`config.mk`:
```
export PLATFORM = sky130hd
export DESIGN_NAME = sm3_msg_inpt_pkr
export DESIGN_NICKNAME = d
export VERILOG_FILES = /design/src/rtl/sm3_pkg.sv /design/src/rtl/sm3_msg_inpt_pkr.sv
export SDC_FILE = /design/constraint.sdc
export NUM_CORES = 1
export LEC_CHECK = 0
export BUFFER_PORTS_ARGS = -buffer_cell sky130_fd_sc_hd__buf_2
export CELL_PAD_IN_SITES_DETAIL_PLACEMENT = 0
export CELL_PAD_IN_SITES_GLOBAL_PLACEMENT = 1
export CORE_ASPECT_RATIO = 2
export CORE_UTILIZATION = 50
export CTS_BUF_LIST = sky130_fd_sc_hd__clkbuf_8
export DETAILED_ROUTE_END_ITERATION = 10
export PLACE_DENSITY = 0.95
export REMOVE_ABC_BUFFERS = 1
export SYNTH_ARGS = -nofsm -noshare
export SYNTH_HDL_FRONTEND = slang
export SYNTH_SLANG_ARGS = --single-unit
```
`constraint.sdc`:
```
create_clock -name clk -period 4.1 [get_ports clk]
set_input_delay 0.205 -clock clk [delete_from_list [all_inputs] [get_ports clk]]
set_output_delay 0.205 -clock clk [all_outputs]
set_load 0.05 [all_outputs]
```
`src/rtl/sm3_pkg.sv`:
```
// -----------------------------------------------------------------------------
// sm3_pkg
// Shared definitions for the SM3 blocks.
//   INPT_DW      : message-input width of the compression core (32 or 64).
//                  Define SM3_INPT_DW_64 (normally set in sm3_cfg.v) for 64.
//   BYTE_NUM     : bytes per core input word.
//   MAX_BYTE_NUM : bytes per word of the widest supported core.
//   f_vld_byte_mask(n) : left-justified valid-byte mask with n bits set.
// -----------------------------------------------------------------------------
package sm3_pkg;

`ifdef SM3_INPT_DW_64
    localparam int INPT_DW = 64;
`else
    localparam int INPT_DW = 32;
`endif

    localparam int BYTE_NUM     = INPT_DW / 8;
    localparam int MAX_BYTE_NUM = 8;

    // The mask is built left-justified in the widest core's mask so that one
    // function serves both core widths; a narrower core takes its top
    // BYTE_NUM bits (shift right by MAX_BYTE_NUM-BYTE_NUM and truncate).
    function automatic logic [MAX_BYTE_NUM-1:0] f_vld_byte_mask(input int n);
        logic [MAX_BYTE_NUM-1:0] mask;
        mask = '0;
        for (int i = 0; i < MAX_BYTE_NUM; i++) begin
            if (i < n) begin
                mask[MAX_BYTE_NUM-1-i] = 1'b1;
            end
        end
        return mask;
    endfunction

endpackage

```
`src/rtl/sm3_msg_inpt_pkr.sv`:
```
// -----------------------------------------------------------------------------
// sm3_msg_inpt_pkr
// Byte-stream front end for sm3_core_top. Packs one byte per cycle, MSB-first,
// into INPT_DW-bit words and presents them on the core's message-input port.
// A pack register (with a "held word" flag) and a single output slot let the
// byte source keep streaming while the core stalls for up to one word.
//
// Ports
//   clk, rst            : clock (rising edge), asynchronous active-high reset
//   byte_d/vld/lst      : incoming message byte, valid, last byte of message
//   byte_rdy            : packer accepts a byte (registered, = no held word)
//   msg_inpt_d          : packed word, first byte in the top byte lane
//   msg_inpt_vld_byte   : left-justified valid-byte mask
//   msg_inpt_vld/lst    : word valid / word carries the final message byte
//   msg_inpt_rdy        : core accepts the word
//   pkr_idle            : no partial word, no held word, no pending output
// -----------------------------------------------------------------------------
module sm3_msg_inpt_pkr
    import sm3_pkg::*;
#(
    parameter int INPT_DW = sm3_pkg::INPT_DW
) (
    input  logic                   clk,
    input  logic                   rst,
    input  logic [7:0]             byte_d,
    input  logic                   byte_vld,
    input  logic                   byte_lst,
    output logic                   byte_rdy,
    output logic [INPT_DW-1:0]     msg_inpt_d,
    output logic [INPT_DW/8-1:0]   msg_inpt_vld_byte,
    output logic                   msg_inpt_vld,
    output logic                   msg_inpt_lst,
    input  logic                   msg_inpt_rdy,
    output logic                   pkr_idle
);

    localparam int BYTE_NUM = INPT_DW / 8;
    localparam int CNT_W    = $clog2(BYTE_NUM);

    if (INPT_DW != 32 && INPT_DW != 64) begin : g_bad_inpt_dw
        $error("sm3_msg_inpt_pkr: INPT_DW must be 32 or 64");
    end

    logic [INPT_DW-1:0]  pkWord_q,  pkWord_d;
    logic [BYTE_NUM-1:0] pkMask_q,  pkMask_d;
    logic                pkLst_q,   pkLst_d;
    logic                pkFull_q,  pkFull_d;
    logic [CNT_W-1:0]    byteCnt_q, byteCnt_d;

    logic [INPT_DW-1:0]  outWord_q, outWord_d;
    logic [BYTE_NUM-1:0] outMask_q, outMask_d;
    logic                outLst_q,  outLst_d;
    logic                outVld_q,  outVld_d;

    logic                accept;
    logic                xfer;
    logic                slotFree;
    logic                lastInWord;
    logic [INPT_DW-1:0]  mergedWord;
    logic [BYTE_NUM-1:0] mergedMask;

    // Next-state logic. A held word always has priority over new bytes (new
    // bytes are blocked anyway while it is held). A completed word goes
    // straight to the slot whenever the slot empties on the same edge,
    // otherwise it parks in the pack register.
    // The pack register is zeroed whenever its word leaves, so OR-ing the new
    // byte into its lane leaves the unused trailing bytes at zero.
    always_comb begin
        accept     = byte_vld && !pkFull_q;
        xfer       = outVld_q && msg_inpt_rdy;
        slotFree   = !outVld_q || xfer;
        lastInWord = (byteCnt_q == CNT_W'(BYTE_NUM - 1)) || byte_lst;
        mergedWord = pkWord_q |
                     ({byte_d, {(INPT_DW-8){1'b0}}} >> {byteCnt_q, 3'b000});
        mergedMask = BYTE_NUM'(f_vld_byte_mask(int'(byteCnt_q) + 1)
                               >> (MAX_BYTE_NUM - BYTE_NUM));

        pkWord_d  = pkWord_q;
        pkMask_d  = pkMask_q;
        pkLst_d   = pkLst_q;
        pkFull_d  = pkFull_q;
        byteCnt_d = byteCnt_q;
        outWord_d = outWord_q;
        outMask_d = outMask_q;
        outLst_d  = outLst_q;
        outVld_d  = outVld_q && !xfer;

        if (pkFull_q) begin
            if (slotFree) begin
                outWord_d = pkWord_q;
                outMask_d = pkMask_q;
                outLst_d  = pkLst_q;
                outVld_d  = 1'b1;
                pkFull_d  = 1'b0;
                pkWord_d  = '0;
            end
        end else if (accept) begin
            if (lastInWord) begin
                byteCnt_d = '0;
                if (slotFree) begin
                    outWord_d = mergedWord;
                    outMask_d = mergedMask;
                    outLst_d  = byte_lst;
                    outVld_d  = 1'b1;
                    pkWord_d  = '0;
                end else begin
                    pkWord_d  = mergedWord;
                    pkMask_d  = mergedMask;
                    pkLst_d   = byte_lst;
                    pkFull_d  = 1'b1;
                end
            end else begin
                pkWord_d  = mergedWord;
                byteCnt_d = byteCnt_q + CNT_W'(1);
            end
        end
    end

    // State registers; reset discards any partial, held or pending word.
    always_ff @(posedge clk or posedge rst) begin
        if (rst) begin
            pkWord_q  <= '0;
            pkMask_q  <= '0;
            pkLst_q   <= 1'b0;
            pkFull_q  <= 1'b0;
            byteCnt_q <= '0;
            outWord_q <= '0;
            outMask_q <= '0;
            outLst_q  <= 1'b0;
            outVld_q  <= 1'b0;
        end else begin
            pkWord_q  <= pkWord_d;
            pkMask_q  <= pkMask_d;
            pkLst_q   <= pkLst_d;
            pkFull_q  <= pkFull_d;
            byteCnt_q <= byteCnt_d;
            outWord_q <= outWord_d;
            outMask_q <= outMask_d;
            outLst_q  <= outLst_d;
            outVld_q  <= outVld_d;
        end
    end

    assign byte_rdy          = !pkFull_q;
    assign msg_inpt_d        = outWord_q;
    assign msg_inpt_vld_byte = outMask_q;
    assign msg_inpt_vld      = outVld_q;
    assign msg_inpt_lst      = outLst_q;
    assign pkr_idle          = (byteCnt_q == '0) && !pkFull_q && !outVld_q;

endmodule

```
After elaboration in Yosys (flattened, before gate mapping)
Cells that the tools add are included.
{"block": "op_classes", "n_addsub": 2, "magnitude_cmp": 4, "n_eq_ne": 2, "n_shift": 1, "mux": 33, "bitwise": 3, "n_reduce_logical": 17}
{"cell": "32-bit two-way mux", "n": 10}
{"cell": "32-bit bitwise OR", "n": 1}
{"cell": "32-bit by 5-bit right shift with 32-bit output", "n": 1}
{"cell": "4-bit two-way mux", "n": 5}
{"cell": "1-bit two-way mux", "n": 17}
{"cell": "1-bit by 3-bit < comparator with 1-bit output, first input constant", "n": 2}
{"cell": "2-bit by 3-bit < comparator with 1-bit output, first input constant", "n": 2}
{"cell": "1-bit logical AND", "n": 5}
{"cell": "2-bit AND reduction", "n": 2}
{"cell": "4-bit AND reduction", "n": 1}
{"cell": "2-bit nonzero test", "n": 2}
{"cell": "2-bit by 1-bit adder with 3-bit output, second input constant", "n": 1}
{"cell": "1-bit logical NOT", "n": 3}
{"cell": "3-bit AND reduction", "n": 1}
{"cell": "2-bit by 1-bit adder with 2-bit output, second input constant", "n": 1}
{"cell": "2-bit equality test, second input constant", "n": 1}
{"cell": "2-bit logical NOT", "n": 1}
{"cell": "1-bit logical OR", "n": 2}
{"cell": "2-bit two-way mux", "n": 1}
{"cell": "2-bit by 1-bit != test with 1-bit output, second input constant", "n": 1}
{"cell": "1-bit inverter", "n": 2}
{"block": "totals", "regBits": 78, "inputBits": 13, "output_inout_bits": 40, "wordCells": 71}

Longest topological paths before layout
Gate-level depths: netlist of run 1.
{"block": "logic_depth", "word_depth": 7, "ltp_mapped": 6, "ltp_nobuf": 5}

Worst setup path after synthesis of run 1
No wires, ideal clock.
{"block": "synth_path", "path_type": "register to output", "startpoint": "register byteCnt_q[0]", "endpoint": "output pkr_idle", "t_arrival_ns": 1.935, "required_ns": 3.895, "setup_slack_ns": 1.960, "path_stages_with_launch": 4, "n_path_buf": 0, "cell_sequence": "dfrtp_1 inv_1 ha_1 nor3b_1"}
{"block": "synth_between", "elab_chain_len": 3}
{"element": "from (decl)", "line": "sm3_msg_inpt_pkr.sv:48", "text": "logic [CNT_W-1:0] byteCnt_q, byteCnt_d;"}
{"element": "from (signal assigned)", "line": "sm3_msg_inpt_pkr.sv:136", "text": "byteCnt_q <= byteCnt_d;"}
{"element": "2-bit logical NOT", "line": "sm3_msg_inpt_pkr.sv:149", "text": "assign pkr_idle = (byteCnt_q == '0) && !pkFull_q && !outVld_q;"}
{"element": "1-bit logical AND (2 in a row)", "line": "sm3_msg_inpt_pkr.sv:149"}
{"element": "to (decl)", "line": "sm3_msg_inpt_pkr.sv:34", "text": "output logic pkr_idle"}
No other way between the ends.

Worst setup path after layout of run 1
{"block": "layout_path", "startpoint": "register pkFull_q", "endpoint": "register pkWord_q[21]"}
{"block": "layout_between", "elab_chain_len": 4, "elab_cells_between_ends": 6, "classes_between": "eq/ne: 1; mux: 1; reduce/logical: 4"}
{"element": "from (decl)", "line": "sm3_msg_inpt_pkr.sv:47", "text": "logic pkFull_q, pkFull_d;"}
{"element": "from (signal assigned)", "line": "sm3_msg_inpt_pkr.sv:135", "text": "pkFull_q <= pkFull_d;"}
{"element": "1-bit logical NOT", "line": "sm3_msg_inpt_pkr.sv:69", "text": "accept = byte_vld && !pkFull_q;"}
{"element": "1-bit logical AND", "line": "sm3_msg_inpt_pkr.sv:69"}
{"element": "2-bit nonzero test (no source line)"}
{"element": "2-bit AND reduction (no source line)"}
{"element": "to (signal assigned)", "line": "sm3_msg_inpt_pkr.sv:132", "text": "pkWord_q <= pkWord_d;"}
{"element": "to (decl)", "line": "sm3_msg_inpt_pkr.sv:44", "text": "logic [INPT_DW-1:0] pkWord_q, pkWord_d;"}
Parallel ways exist; a longest one is shown, timed or not.
A chain may end at the register's enable or synchronous reset.

==> results of run 1 <==
==> final cells by class <==
type / count / area, sq um
fill: 608 / 2960
inverter: 47 / 176.4
multi-input combinational: 181 / 1294
timing repair buffer: 56 / 290.3
clock inverter: 4 / 17.52
sequential: 78 / 1952
tap: 90 / 112.6
clock buffer: 10 / 137.6
==> worst max-delay path, stage by stage (launching register included) <==
cell and delay [ns]:
dfrtp_1 0.78, nand3b_1 0.80, a41oi_1 0.53, nor2_1 0.07
==> cells in the final DEF (no fill, tap or decap) <==
master	n
a21bo_2	2
nand3_1	5
and2b_1	1
inv_1	47
nor2_1	27
ha_1	3
mux2i_1	35
inv_2	2
clkbuf_8	10
a41oi_1	23
and2_1	1
buf_4	4
o21ai_0	2
a21oi_1	44
nand2_1	2
nand3b_1	1
clkinv_2	2
nand2b_1	1
nor2b_2	1
nor2b_1	10
o21ai_1	1
o2111ai_1	9
buf_2	52
mux2_1	2
or2_2	1
mux2_2	7
or2_1	1
a21oi_4	1
nor3b_1	1
dfrtp_1	78
==> layer usage <==
metal,vias up,track usage,wire (um)
li1,1218,-,-
met1,1323,0.2799,3010
met2,72,0.3629,4021
met3,12,0.03503,283
met4,0,0.1028,161
met5,-,0,0
==> cell families (layout without fill, tap and decap cells) <==
family | Yosys count | after routing
flops | 78 | 78
buf+inv | 72 | 117
compound gates | 82 | 82
simple gates | 52 | 52
fa+ha+maj | 3 | 3
mux | 44 | 44
==> synth_stat cells (2+ instances only) <==
cell and instances:
buf_4 6, nand2_1 2, clkbuf_1 3, a41oi_1 23
nand3_1 5, buf_6 3, buf_2 8, a21oi_1 44
mux2_2 7, inv_1 46, o21ai_0 2, nor2_1 27
clkbuf_2 5, dfrtp_1 78, mux2_1 2, ha_1 3
mux2i_1 35, a21bo_2 2, nor2b_1 10, o2111ai_1 9
==> flip-flops by register name (all words and copies together), names as in the netlist <==
signal             flops
msg_inpt_lst           1
msg_inpt_vld_byte      4
pkLst_q                1
msg_inpt_d            32
pkWord_q              32
msg_inpt_vld           1
pkMask_q               4
byteCnt_q              2
pkFull_q               1
==> through the flow <==
step / util / hold WS (ns)
floorplan: - / 0.3505
global placement: 0.5511 / 0.4638
detailed placement: 0.5511 / 0.4767
CTS: 0.5735 / 0.1092
global route: 0.5735 / 0.1422
finish: 0.5735 / 0.07603
==> how the worst max path moves through the flow <==
stage                            to  slack, ns  depth (start not counted)
2_1_floorplan  msg_inpt_vld_byte[1]       1.32                          3
3_3_place_gp           pkWord_q[28]       1.97                          3
3_5_place_dp           pkWord_q[21]       1.87                          3
4_1_cts                 pkWord_q[7]       1.84                          3
5_1_grt                 pkWord_q[9]       1.61                          3
6_report               pkWord_q[21]       1.79                          3
==> power groups by stage <==
| stage | Clock (W) | Combinational (W) | Sequential [W] |
|---|---|---|---|
| after global routing | 0.000524 | 0.00122 | 0.00114 |
| after CTS | 0.000498 | 0.00114 | 0.00111 |
| final | 0.000484 | 0.00113 | 0.00111 |
| after global placement | 0 | 0.00112 | 0.00112 |
| after floorplan | 0 | 0.000382 | 0.00160 |
| after detailed placement | 0 | 0.00114 | 0.00113 |
==> results.cfg, run 1 <==
[clocking]
cts-resized-gates = 0
cts_tree = yes
htreeDepth = 3
clk_latency_ns = 0.35
cts_sinks = 78
holdBufCountCts = 0
postCtsSetupBuffers = 0
cts.path.max_buffers = 2
cts_buffers = 9
clkTransAtPathRegs_ns = 0.07
ctsRootBufferMaster = clkbuf_8

[grt]
overflow = 0
grt_max_degree = 49
grt_pass1_wl_um = 12430
antenna_found_initial = 0
grt_usage = 0.2223
grt_pass1_vias = 2640

[worst_setup_path]
rr_worst_depth = 3
path_max_fanout = 23
cp.required_ns = 4.32
r2r_setup_slack_ns = 1.79
crit_arrival_ns = 2.53
r2r-end = pkWord_q[21]
start_kind = flop
critPathCaptureType = flop
crit_type = reg2reg
r2r_start = pkFull_q
critPathLaunch = pkFull_q

[timing]
worstMarginPinSlew_ns = 1.227
max_freq_mhz = 433.0
final_max_slew_viol_count = 0
slew_headroom = 0.1803
timing.final.crit_share = 0.5632
rsz0062_at_grt = no
final_hold_viol_count = 0
finalWorstSetupSlack_ns = 1.791
setup_viol_count_final = 0
fin_setup_tns_ns = 0
finClkSkew_ns = 0.006012
min_period_ns = 2.309

[power]
seq_power_share = 0.408
power.leakage_nw = 1.924
peakVddDrop_v = 0.0003162
power_density_nw_per_um2 = 685.2
combPwrFrac = 0.415
clkPwrFrac = 0.177
power.total_w = 0.002727
swShare = 0.4466
netSwitchingPower_w = 0.001218
intPower_w = 0.001509

[detailed_routing]
dr_total_vias = 2625
first_iter_violations = 164
drt_first_pass_iters = 4
remaining_drc_errors = 0
ant_nets = 0
post_drt_wl_per_cell_um = 16.04
vias_per_cell = 5.633
routed_wl_um = 7476

[status]
outcome = finished, final reports clean

[logic_synthesis]
synth_edf_count = 0
synth_compound_area_frac = 0.1542
syn_area_per_cell_sq_um = 10.81
synthTopCellsByArea = dfrtp_1 (55%), mux2i_1 (9.8%), a21oi_1 (6.2%)
synthAdderAreaFrac = 0.01049
async_flop_share = 1.000
synth-xor-area-share = 0
synth-simple-area-share = 0.07065
synth_seq_cells = 78
ys_seq_area_frac = 0.5456
syn_area_sq_um = 3577
yosys.cell_types.count = 31
synth_ff_type = dfrtp_1
synth_cells = 331
synth_warnings = 0
synth_top_cell_area_share = 0.5456
synth.area.mux_share = 0.1263
yosysTopAreaCell = dfrtp_1
synth_top_family_by_area = compound AO/OA/AOI/OAI gates

[die]
dieWidth_um = 61.81
initial_core_util = 0.5154
design.portCount = 53
die_area_sq_um = 7517
die_h_um = 121.6
rows = 43
coreArea_sq_um = 6940

[finish]
drive_above_1_share = 0.2181
diodes = 0
fin_area_sq_um = 3980
area_delta_synth_final_pct = 11.26
layout.cells.non_filler = 466
nets = 389

[place]
postPlaceCellArea_sq_um = 3825
place_congestion = 0.7723
post-place-cells = 452
hpwl_um = 4892
port-buffer-count = 52
dpl_worst_slack_ns = 1.874

[worst_hold_path]
min_path_type = in2async

[job]
cap_violations = 0
No activity file was read; power rests on OpenSTA's default activity.
==> run 2, diff against run 1 <==
- CORE_UTILIZATION: 50 -> 42
- PLACE_DENSITY: 0.95 -> 0.87
- clock period: 4.1 -> 1.9 ns (I/O delays scaled with it)
==> run 2 against run 1 <==
Net effect:
- largest cell class unchanged
- routed wire length increased by 7.2%
- clock power grew to 2.6 times the previous value
- sequential cell count unchanged
- combinational power increased by 130%
- highest routed layer unchanged
- die area grew 19%
- cell area rose by 6.7%
- sequential share of layout area fell by 3.1 points
- count of clock-buffer cells in the layout grew 1
- cell count increased by 6.4%
- sequential power rose by 120%
- power is 130% higher
==> results.cfg, run 2 (synthesized netlist as in run 1, its figures left out) <==
[finish]
multiInputGateArea_sq_um = 1296
diodes = 0
regArea_sq_um = 1952
nets = 409
area_delta_synth_final_pct = 18.75
final_common_cell = dfrtp_1
final_util = 0.5123
layout.cells.non_filler = 496
drive_above_1_share = 0.2588
layout_common_cells = dfrtp_1 (78), buf_2 (51), inv_1 (46)
final.fill_count = 770

[power]
intPower_w = 0.003530
power.leakage_nw = 2.056
seq_power_share = 0.385
swShare = 0.4330
netSwitchingPower_w = 0.002696
peakVddDrop_v = 0.0007282
combPwrFrac = 0.414
clkPwrFrac = 0.201
power_density_nw_per_um2 = 1466

[clocking]
cts_tree = yes
cts_buffers = 9
ctsRootBufferMaster = clkbuf_8
clkTransAtPathRegs_ns = 0.08
cts.path.max_buffers = 2
cts_sinks = 78
htreeDepth = 3
clk_latency_ns = 0.36

[status]
outcome = finished, final reports clean

[timing]
worstMarginPinSlew_ns = 0.8526
min_period_ns = 1.769
rsz0062_at_grt = no
final_max_slew_viol_count = 0
finClkSkew_ns = 0.008886
slew_headroom = 0.4316
timing.final.crit_share = 0.9311
finalWorstSetupSlack_ns = 0.1310
max_freq_mhz = 565.3
setup_viol_count_final = 0
fin_setup_tns_ns = 0
final_hold_viol_count = 0

[die]
initial_core_util = 0.4314
rows = 47
die_area_sq_um = 8912
die_h_um = 132.5
coreArea_sq_um = 8292
dieWidth_um = 67.26
design.portCount = 53

[detailed_routing]
dr_total_vias = 2609
remaining_drc_errors = 0
post_drt_wl_per_cell_um = 16.16
ant_nets = 0
routed_wl_um = 8017
vias_per_cell = 5.260
first_iter_violations = 112
drt_first_pass_iters = 6

[worst_setup_path]
crit_arrival_ns = 1.67
critPathCaptureType = output pin
r2r_start = byteCnt_q[0]
critPathSlowestCell = dfrtp_1
cp.required_ns = 1.80
path_buf_inv = 2
crit_path_max_incr_delay_ns = 0.47
r2r_setup_slack_ns = 0.20
crit_type = reg2out
critPathLaunch = byteCnt_q[0]
r2r-end = pkMask_q[1]
critPathTopFamily = flip-flops
start_kind = flop
path_max_fanout = 9
path_cells = inv_1 > ha_2 > nor3b_1 > clkbuf_4
rr_worst_depth = 4
path_depth = 4

[grt]
grt_max_degree = 43
antenna_found_initial = 0
grt_usage = 0.2012
grt_pass1_wl_um = 13330
overflow = 0
grt_pass1_vias = 2666

[worst_hold_path]
hold_depth = 3
min_path_type = in2reg
hold_start = byte_d[7]
hold_end = pkWord_q[23]

[place]
post-place-cells = 475
place_congestion = 0.7616
dpl_worst_slack_ns = 0.1076
hpwl_um = 5601
port-buffer-count = 52

[job]
cap_violations = 0
[run 2: repair_timing]
item / 4_1_cts / 5_1_grt
hold endpoints to repair: 22 / 0
gates resized for setup: 0 / 2
hold buffers: 3 / 0
setup buffers: 0 / 2
endpoints found under the setup margin: 0 / 18
[run 2: worst max path at each step]
stage,end
global route,pkr_idle
finish,pkr_idle
CTS,pkr_idle
global placement,msg_inpt_d[0]
detailed placement,msg_inpt_d[13]
floorplan,msg_inpt_vld_byte[1]
[run 2: power by group through the flow]
stage / Combinational (W) / Clock, W / Sequential (W)
after CTS: 0.00259 / 0.00129 / 0.00240
after global placement: 0.00252 / 0 / 0.00242
after detailed placement: 0.00258 / 0 / 0.00243
final: 0.00258 / 0.00125 / 0.00240
after floorplan: 0.000825 / 0 / 0.00346
after global routing: 0.00277 / 0.00136 / 0.00247
[run 2: worst register-to-register path, stage by stage, from the launching register on]
cell,delay (ns)
dfrtp_1,0.47
ha_1,0.28
or2_2,0.30
nand3_1,0.18
mux2_2,0.36
[run 2: layout make-up]
class                   count  share of cell area
flip-flops and latches     78              0.4595
multi-input cells         181              0.3052
repair buffers             76              0.1178
inverters                  47             0.04153
clock buffers              11             0.03564
well taps                  98             0.02887
clock inverters             5             0.01149
[run 2: routing by layer]
layer | wire length, um | global-route usage
met5 | 0 | 0
met4 | 182 | 0.09338
met3 | 243 | 0.03621
met2 | 4302 | 0.3244
met1 | 3289 | 0.2538
[run 2: stage by stage]
stage	hold slack (ns)	instance area [sq um]	total power [W]
finish	0.04033	4248	0.006225
global route	0.03960	4248	0.006596
CTS	0.02148	4228	0.006289
detailed placement	0.1479	3998	0.005013
global placement	0.1276	3998	0.004941
floorplan	0.2405	3422	0.004282
==> run 3, diff against run 2 <==
- ABC_AREA: default -> 1
- CORE_MARGIN: default -> 2
- CORE_UTILIZATION: 42 -> 39
- PLACE_DENSITY: 0.87 -> 0.86
==> run 3 against run 2 <==
Net effect:
- core utilization is 5.5 points lower
- critical path depth is 1 higher
- fmax is 1.5% lower
- die area is 15% higher
- non-clock buffer count is 9 lower
- cell count is 27% higher
- combinational power is 19% lower
- sequential share of layout area is 0.18 points higher
- setup slack worse by 0.027 ns
- count of clock-buffer cells in the layout is 1 higher
- worst hold slack better by 0.072 ns
- largest cell class unchanged
==> results.cfg, run 3 <==
[worst_setup_path]
cp.required_ns = 1.80
crit_type = reg2out
crit_arrival_ns = 1.70
r2r_setup_slack_ns = 0.19
critPathCaptureType = output pin
start_kind = flop
path_max_fanout = 6

[grt]
antenna_found_initial = 0
grt_usage = 0.1755
grt_pass1_vias = 2969
grt_util_met3 = 0.03196
grt.met2_usage = 0.2900
overflow = 0
grt-busiest-layer = met2
grt_pass1_wl_um = 14170
met1_usage = 0.2232
grt_max_degree = 31

[die]
initial_core_util = 0.3972
coreArea_sq_um = 9259
die_h_um = 141.3
design.portCount = 53
die_area_sq_um = 10270
rows = 50
dieWidth_um = 72.66

[power]
power.leakage_nw = 2.230
power_density_nw_per_um2 = 1292
peakVddDrop_v = 0.0004593

[logic_synthesis]
syn_area_sq_um = 3677
synth_edf_count = 0
yosys.cell_types.count = 23
synthTopCellsByArea = dfrtp_1 (53%), nand2_1 (18%), o21ai_0 (9.9%)
async_flop_share = 1.000
synth_warnings = 0
synthMostInstantiatedCell = nand2_1
synthTopCellsByCount = nand2_1 (177), dfrtp_1 (78), o21ai_0 (73), inv_1 (40), nand3_1 (21)
synth_cells = 467
synth_top_cell_area_share = 0.5308
syn_area_per_cell_sq_um = 7.874
ys_seq_area_frac = 0.5308
synth_ff_type = dfrtp_1
synth_seq_cells = 78
yosysTopAreaCell = dfrtp_1

[clocking]
clk_latency_ns = 0.35
postCtsSetupBuffers = 0
clkTransAtPathRegs_ns = 0.08
cts.path.max_buffers = 2
ctsRootBufferMaster = clkbuf_8
cts_sinks = 78
cts_tree = yes
htreeDepth = 3
cts_buffers = 9

[detailed_routing]
routed_wl_um = 8315
post_drt_wl_per_cell_um = 13.20
dr_total_vias = 3058
remaining_drc_errors = 0
ant_nets = 0
vias_per_cell = 4.854
first_iter_violations = 175
drt_first_pass_iters = 4

[timing]
worstMarginPinSlew_ns = 0.4087
setup_viol_count_final = 0
fin_setup_tns_ns = 0
slew_headroom = 0.7269
min_period_ns = 1.796
timing.final.crit_share = 0.9454
finClkSkew_ns = 0.007464
whs_ns = 0.1127
max_freq_mhz = 556.7
rsz0062_at_grt = no
final_hold_viol_count = 0
final_max_slew_viol_count = 0

[place]
hpwl_um = 5865
place_congestion = 0.7882
postPlaceCellArea_sq_um = 4026
port-buffer-count = 52
post-place-cells = 612

[job]
cap_violations = 0

[finish]
drive_above_1_share = 0.1692
layout_common_cells = nand2_1 (177), dfrtp_1 (77), o21ai_0 (73)
nets = 537
area_delta_synth_final_pct = 15.14
final.fill_count = 962
final_util = 0.4573
final_common_cell = nand2_1
diodes = 0
layout.cells.non_filler = 630
fin_area_sq_um = 4234

[worst_hold_path]
min_path_type = in2reg

[status]
outcome = finished, final reports clean
-- run 3: per-stage QoR --
stage                     total power [W]  setup slack (ns)
final                            0.005471            0.1037
after global routing             0.005839           0.01652
after CTS                        0.005525           0.04753
after detailed placement         0.004372            0.2027
after global placement           0.004324            0.2813
after floorplan                  0.003807           -0.5583
-- run 3: cell families after synthesis --
kind of cell,after synthesis,synth area share
AOI/OAI and AO/OA,95,0.1303
buffers and inverters,69,0.08778
DFF,78,0.5308
and+or+nand+nor,222,0.2409
adders and majority gates,3,0.01021
-- run 3: worst paths after layout --
path	from	endpoint	depth (start not counted)
max in group asynchronous	rst	pkFull_q	4
worst min-delay path	msg_inpt_rdy	pkFull_q	4
worst max register to register	byteCnt_q[0]	msg_inpt_d[16]	6
worst min register to register	pkMask_q[0]	pkMask_q[0]	2
worst max-delay path	byteCnt_q[1]	pkr_idle	5
min in group asynchronous	rst	pkWord_q[6]	3
-- run 3: repair_timing --
item	4_1_cts	5_1_grt
hold endpoints to repair	16	0
gates resized for setup	0	3
endpoints found under the setup margin	0	1
hold buffers	2	0
-- run 3: report_power, final --
| part | switching, W | internal (W) |
|---|---|---|
| clock network | 0.000575 | 0.000564 |
| registers | 0.000201 | 0.00205 |
| logic | 0.00157 | 0.000510 |
-- run 3: area by class of cell --
class | count | area (sq um) | share of cell area
sequential | 78 | 1953 | 0.4613
multi-input combinational | 320 | 1403 | 0.3313
timing repair buffer | 67 | 394.1 | 0.09309
inverter | 45 | 173.9 | 0.04108
clock buffer | 12 | 165.2 | 0.03901
tap | 104 | 130.1 | 0.03073
clock inverter | 4 | 15.01 | 0.003546
-- run 3: layer usage --
| layer | part of all wire | wire, um | vias up |
|---|---|---|---|
| li1 | - | - | 1573 |
| met2 | 0.51 | 4233 | 49 |
| met4 | 0.017 | 140 | 0 |
| met5 | 0 | 0 | - |
| met3 | 0.029 | 243 | 8 |
| met1 | 0.44 | 3698 | 1428 |
-- run 3: worst max-delay path: stages, from the launching register on --
cell,delay (ns)
dfrtp_1,0.40
inv_1,0.21
ha_1,0.30
nand2_1,0.09
nor2_1,0.08
buf_2,0.26
